===== src/rtl/sgb_joy_link.sv =====
// Super Game Boy joypad link: serves player buttons, receives 128-bit command packets, decodes MLT_REQ.
// Optional multiplayer logic (MLT_REQ decode, player rotation, ID nibble) is built when SGB_MLT_EN is defined.
module sgb_joy_link #(
  parameter int NUM_PLAYERS = 4
) (
  input  logic                     clk,
  input  logic                     reset,
  input  logic                     clk_en,
  input  logic [1:0]               joy_p54,
  output logic [3:0]               joy_din,
  input  logic [8*NUM_PLAYERS-1:0] joystick,
  output logic [127:0]             pkt_data,
  output logic                     pkt_valid,
  output logic                     pkt_error,
  output logic                     pkt_busy,
  output logic [2:0]               mlt_players,
  output logic [1:0]               player_idx
);

  typedef enum logic [2:0] {
    S_IDLE,
    S_RST,
    S_WAIT_BIT,
    S_WAIT_HIGH,
    S_STOP
  } state_t;

  state_t       state;
  logic [1:0]   p54_q;
  logic [1:0]   p54_qq;
  logic [7:0]   bit_cnt;
  logic [127:0] shift_reg;
  logic [7:0]   sel_byte;
  logic [3:0]   id_nib;
  logic         pkt_ok;

  assign sel_byte = joystick[8*player_idx +: 8];
  assign pkt_ok   = clk_en && (state == S_STOP) && (p54_q == 2'b10);

  always_ff @(posedge clk) begin
    if (reset) begin
      p54_q   <= 2'b11;
      p54_qq  <= 2'b11;
      joy_din <= 4'hF;
    end else if (clk_en) begin
      p54_q  <= joy_p54;
      p54_qq <= p54_q;
      case (p54_q)
        2'b10:   joy_din <= ~sel_byte[3:0];
        2'b01:   joy_din <= ~sel_byte[7:4];
        2'b00:   joy_din <= ~(sel_byte[3:0] | sel_byte[7:4]);
        default: joy_din <= id_nib;
      endcase
    end
  end

  // Any 00 symbol inside a packet restarts reception from scratch without flagging an error.
  always_ff @(posedge clk) begin
    if (reset) begin
      state     <= S_IDLE;
      pkt_busy  <= 1'b0;
      bit_cnt   <= 8'd0;
      shift_reg <= '0;
      pkt_data  <= '0;
      pkt_valid <= 1'b0;
      pkt_error <= 1'b0;
    end else begin
      pkt_valid <= 1'b0;
      pkt_error <= 1'b0;
      if (clk_en) begin
        case (state)
          S_IDLE: begin
            if (p54_q == 2'b00) begin
              state     <= S_RST;
              pkt_busy  <= 1'b1;
              bit_cnt   <= 8'd0;
              shift_reg <= '0;
            end
          end
          S_RST: begin
            if (p54_q == 2'b11) state <= S_WAIT_BIT;
          end
          S_WAIT_BIT: begin
            case (p54_q)
              2'b10, 2'b01: begin
                shift_reg <= {p54_q[1] ^ 1'b1, shift_reg[127:1]};
                bit_cnt   <= bit_cnt + 8'd1;
                state     <= S_WAIT_HIGH;
              end
              2'b00: begin
                state     <= S_RST;
                bit_cnt   <= 8'd0;
                shift_reg <= '0;
              end
              default: state <= S_WAIT_BIT;
            endcase
          end
          S_WAIT_HIGH: begin
            if (p54_q == 2'b11) begin
              state <= (bit_cnt < 8'd128) ? S_WAIT_BIT : S_STOP;
            end else if (p54_q == 2'b00) begin
              state     <= S_RST;
              bit_cnt   <= 8'd0;
              shift_reg <= '0;
            end
          end
          S_STOP: begin
            case (p54_q)
              2'b10: begin
                pkt_valid <= 1'b1;
                pkt_data  <= shift_reg;
                pkt_busy  <= 1'b0;
                state     <= S_IDLE;
              end
              2'b01: begin
                pkt_error <= 1'b1;
                pkt_busy  <= 1'b0;
                state     <= S_IDLE;
              end
              2'b00: begin
                state     <= S_RST;
                bit_cnt   <= 8'd0;
                shift_reg <= '0;
              end
              default: state <= S_STOP;
            endcase
          end
          default: state <= S_IDLE;
        endcase
      end
    end
  end

`ifdef SGB_MLT_EN
  localparam logic [2:0] MAX_PLAYERS = 3'(NUM_PLAYERS);

  logic [2:0] mlt_req;

  always_comb begin
    mlt_req = 3'd1;
    case (shift_reg[9:8])
      2'd1:    mlt_req = 3'd2;
      2'd3:    mlt_req = 3'd4;
      default: mlt_req = 3'd1;
    endcase
    if (mlt_req > MAX_PLAYERS) mlt_req = MAX_PLAYERS;
  end

  assign id_nib = (mlt_players > 3'd1) ? (4'hF - {2'b00, player_idx}) : 4'hF;

  // MLT_REQ completion is checked last so it overrides a coincident rotation.
  always_ff @(posedge clk) begin
    if (reset) begin
      mlt_players <= 3'd1;
      player_idx  <= 2'd0;
    end else if (clk_en) begin
      if (p54_qq == 2'b01 && p54_q == 2'b11 && mlt_players > 3'd1 && !pkt_busy) begin
        player_idx <= ({1'b0, player_idx} == mlt_players - 3'd1) ? 2'd0 : player_idx + 2'd1;
      end
      if (pkt_ok && shift_reg[7:3] == 5'h11) begin
        mlt_players <= mlt_req;
        player_idx  <= 2'd0;
      end
    end
  end
`else
  assign mlt_players = 3'd1;
  assign player_idx  = 2'd0;
  assign id_nib      = 4'hF;
`endif

endmodule


===== config.mk =====
export PLATFORM = sky130hd
export DESIGN_NAME = sgb_joy_link
export DESIGN_NICKNAME = d
export VERILOG_FILES = /design/src/rtl/sgb_joy_link.sv
export SDC_FILE = /design/constraint.sdc
export NUM_CORES = 1
export LEC_CHECK = 0
export CAP_MARGIN = 20
export CORE_MARGIN = 3
export CORE_UTILIZATION = 30
export DETAILED_ROUTE_END_ITERATION = 10
export PLACE_DENSITY = 0.6
export SLEW_MARGIN = 20
export SYNTH_ARGS = -nofsm -noshare
export SYNTH_HDL_FRONTEND = slang
export SYNTH_SLANG_ARGS = --single-unit

===== constraint.sdc =====
create_clock -name clk -period 4.3 [get_ports clk]
set_input_delay 1.075 -clock clk [delete_from_list [all_inputs] [get_ports clk]]
set_output_delay 1.075 -clock clk [all_outputs]
set_load 0.02 [all_outputs]

Word-level counts from Yosys, hierarchy flattened
Index checks and enable logic that the tools add are counted.
- add/subtract/negate cells: 1
- reductions and logical operators: 11
- $lt $le $gt $ge: 1
- bitwise gates (word level): 7
- multiplexer cells: 21
- equality and inequality tests: 12
- operator list (operator ; count):
    $pmux 128 s3 ; 1
    $mux 128 ; 2
    $pmux 128 s2 ; 1
    $pmux 8 s3 ; 1
    $mux 8 ; 2
    $pmux 8 s2 ; 1
    $pmux 3 s5 ; 1
    $mux 3 ; 4
    $not 4->4 ; 3
    $pmux 4 s3 ; 1
    $add 8x1->8 const B ; 1
    $lt 8x8->1 const B ; 1
    $ne 2x2->1 const B ; 4
    $reduce_and 4->1 ; 2
    $eq 3x2->1 const B ; 2
    $pmux 3 s2 ; 1
    $eq 2x2->1 const B ; 2
    $mux 1 ; 4
    $or 4x4->4 ; 1
    $pmux 2 s2 ; 1
    $reduce_or 2->1 ; 2
    $eq 3x1->1 const B ; 1
    $eq 3x3->1 const B ; 1
    $logic_not 3->1 ; 1
    other kinds (10) ; 12
- register bits: 276
- input port bits: 37
- output and inout port bits: 140

Longest topological paths before layout
- depth in word-level cells: 4
- mapped depth: 9

Worst setup path before layout
OpenSTA, ideal clock, no wires.
- kind: input -> register
- start point: input clk_en
- end point: register shift_reg[100]
- stages: 7
- buffers on the path: 3
- data required time: 4183 ps
- library setup time: 117 ps
- setup slack: 2003 ps
- arrival time: 2180 ps
- cell sequence: and4bb_4 a41oi_4 nor4b_2 buf_4 buf_6 buf_6 a22o_1
- word-level cells in the longest chain between the ends: 1
- ends and longest elaborated chain (what ; line ; RTL):
    from (decl) ; 8 ; input logic clk_en,
    $reduce_and 4->1 (no line) ; n/a ;
    to (signal assigned) ; 86 ; shift_reg <= {p54_q[1] ^ 1'b1, shift_reg[127:1]};
    to (decl) ; 32 ; logic [127:0] shift_reg;
No other way between the ends.
A chain may end at the register's enable or synchronous reset.

Final worst setup path
- start point: input clk_en
- end point: register pkt_data[33]
- word-level cells in the longest chain between the ends: 1
- ends and longest elaborated chain (what ; line ; RTL):
    $reduce_and 3->1 (no line) ; n/a ;
    to (signal assigned) ; 111 ; pkt_data <= shift_reg;
    to (decl) ; 12 ; output logic [127:0] pkt_data,
No other way between the ends.

==> metrics.csv <==
metric;value;unit
run_status;finished, final reports clean;
rows;64;
synth_cells;985;
via_count;7268;
crit_path_end_kind;flop;
finalNetCount;1137;
timing.final.crit_share;0.649;
die_area;33500;µm²
cap_violations;0;
chipWidth;183;µm
crit_required;4.77;ns
drt-wirelength-per-cell;14.5;µm
drtAntennaViolNets;0;
via_per_inst;4.81;
crit_arrival;3.26;ns
ys_top_cells_by_area;dfxtp_1 59%, a22o_1 12%, nand2_1 11%;
dr.pass1.iters;4;
globalRoute.totalOverflow;0;
max_freq;358;MHz
setup_viol_count_final;0;
grt_max_degree;95;
clkTransAtPathRegs;0.06;ns
final_cell_area;12000;µm²
die-height;183;µm
rsz0062_at_grt;no;
final_common_cell;dfxtp_1;
p_per_area;428;nW/µm²
post_cts_resized;0;
synth.largest_area_cell;dfxtp_1;
setup_tns;0;ns
cts_buffers;30;
p_total;5.15;mW
area_delta_synth_final;28.1;%
io_pins;177;
synth.top_cell.area_share;0.588;
cts_tree;built;
gp_congestion;0.720;
clkLatencyLatePin;0.54;ns
fin_worst_skew;0.00722;ns
syn_avg_cell_area;9.53;µm²
hold_class;flop to flop;
r2r_cells;6;
grt_first_pass_wirelength;36400;µm
postCtsSetupRepairBufs;0;
wirelength;21900;µm
instances_no_fill;1512;
antenna_found_initial;1;
fin_crit;2.79;ns
critPathKind;input pin to flop;
root_buffer;clkbuf_16;
antennaDiodeCount;0;
synth.cell_area;9390;µm²
placed_cell_area;11100;µm²
ir_worst_vdd;0.000238;V
yosysSeqAreaShare;0.588;
grt_pass1_vias;7043;
final_cell_mix;276 x dfxtp_1, 264 x nand2_1, 150 x a21oi_1, 146 x clkdlybuf4s50_1, 127 x a22o_1;
p_leak;4.18;nW
hpwl;13000;µm
start_util;0.305;
gr-usage-all-layers;0.128;
cp-start-kind;input pin;
synth_edf_count;0;
num-fill-cells;3072;
synth_seq_cells;276;
drcViolationCount;0;
portBuffers;147;
clk_path_buf_depth;3;
ys_async_sr_fraction;0;
cts_sinks;276;
ctsHoldBuffers;0;
first_iter_violations;433;
drive_above_1_share;0.0582;
max_slew_margin;0.447;
htree_levels;1;
dp.cells;1458;
ys_warn_count;0;
holdPathStages;2;
hold_violations;0;
cp_max_fo;38;
worst_pin_slew;0.823;ns
worst_hold_slack;0.452;ns
slew_violations;0;
ys_types;41;
synth_ff_type;dfxtp_1;
fp.coreArea;30700;µm²
## cell families (layout without fill, tap and decap cells)
| logic type | after synthesis | in the layout | synth area share |
|---|---|---|---|
| muxes | 2 | 2 | 0.00226 |
| adders and majority gates | 6 | 6 | 0.00799 |
| AOI/OAI and AO/OA | 303 | 303 | 0.222 |
| DFF | 276 | 276 | 0.588 |
| and+or+nand+nor | 303 | 303 | 0.131 |
| other | 2 | 5 | 0.000800 |
| buffers and inverters | 93 | 221 | 0.0480 |
## path summary, 6_finish.rpt
check	slack (ns)	to	startpoint
hold / removal	0.45	pkt_data[112]	pkt_data[112]
setup / recovery	1.51	pkt_data[33]	clk_en
hold reg to reg	0.45	pkt_data[112]	pkt_data[112]
setup reg to reg	1.93	shift_reg[70]	p54_q[0]
## area by class of cell
cell class	count	area, µm²	area share
Multi-Input combinational cell	619	3440	0.286
Tap cell	396	495	0.0412
Clock inverter	9	62.6	0.00520
Clock buffer	45	888	0.0739
Inverter	10	37.5	0.00312
Timing Repair Buffer	157	1580	0.131
Sequential cell	276	5530	0.459
## critical path, cell delays in order
cell             delay [ns]
clkdlybuf4s50_1        0.64
buf_4                  0.30
and4_4                 0.52
buf_4                  0.44
nand2_1                0.11
a21oi_1                0.13
## power breakdown
| group | total [mW] | leakage (nW) | switching, mW | internal (mW) |
|---|---|---|---|---|
| registers | 2.57 | 2.22 | 0.00749 | 2.56 |
| clock network | 2.44 | 0.455 | 1.01 | 1.42 |
| logic | 0.142 | 1.50 | 0.101 | 0.0408 |
## routing by layer
metal	global-route usage	up-vias	part of all wire
met3	0.0335	36	0.061
li1	-	3613	-
met4	0.0274	2	0.014
met5	0	-	0.00059
met1	0.171	3474	0.47
met2	0.212	143	0.46
## per-stage QoR
step,util,worst slack [ns]
5_1_grt,0.391,1.31
2_1_floorplan,-,2.00
3_5_place_dp,0.360,0.935
6_report,0.391,1.51
4_1_cts,0.391,1.49
3_3_place_gp,0.360,0.967
## synthesized netlist by cell type (2+ instances only)
master / count
o211ai_1: 2
buf_4: 10
a211oi_1: 5
and3_1: 2
o211a_1: 4
clkbuf_1: 38
conb_1: 2
nand3_1: 8
a22o_1: 127
nor2_1: 15
inv_1: 10
a21oi_1: 150
a311oi_1: 2
ha_1: 6
o21ai_0: 6
nand2b_1: 2
nand2_1: 264
buf_1: 4
dfxtp_1: 276
buf_2: 27
buf_6: 4
nor3_1: 2
(Power assumes the default switching activity.)
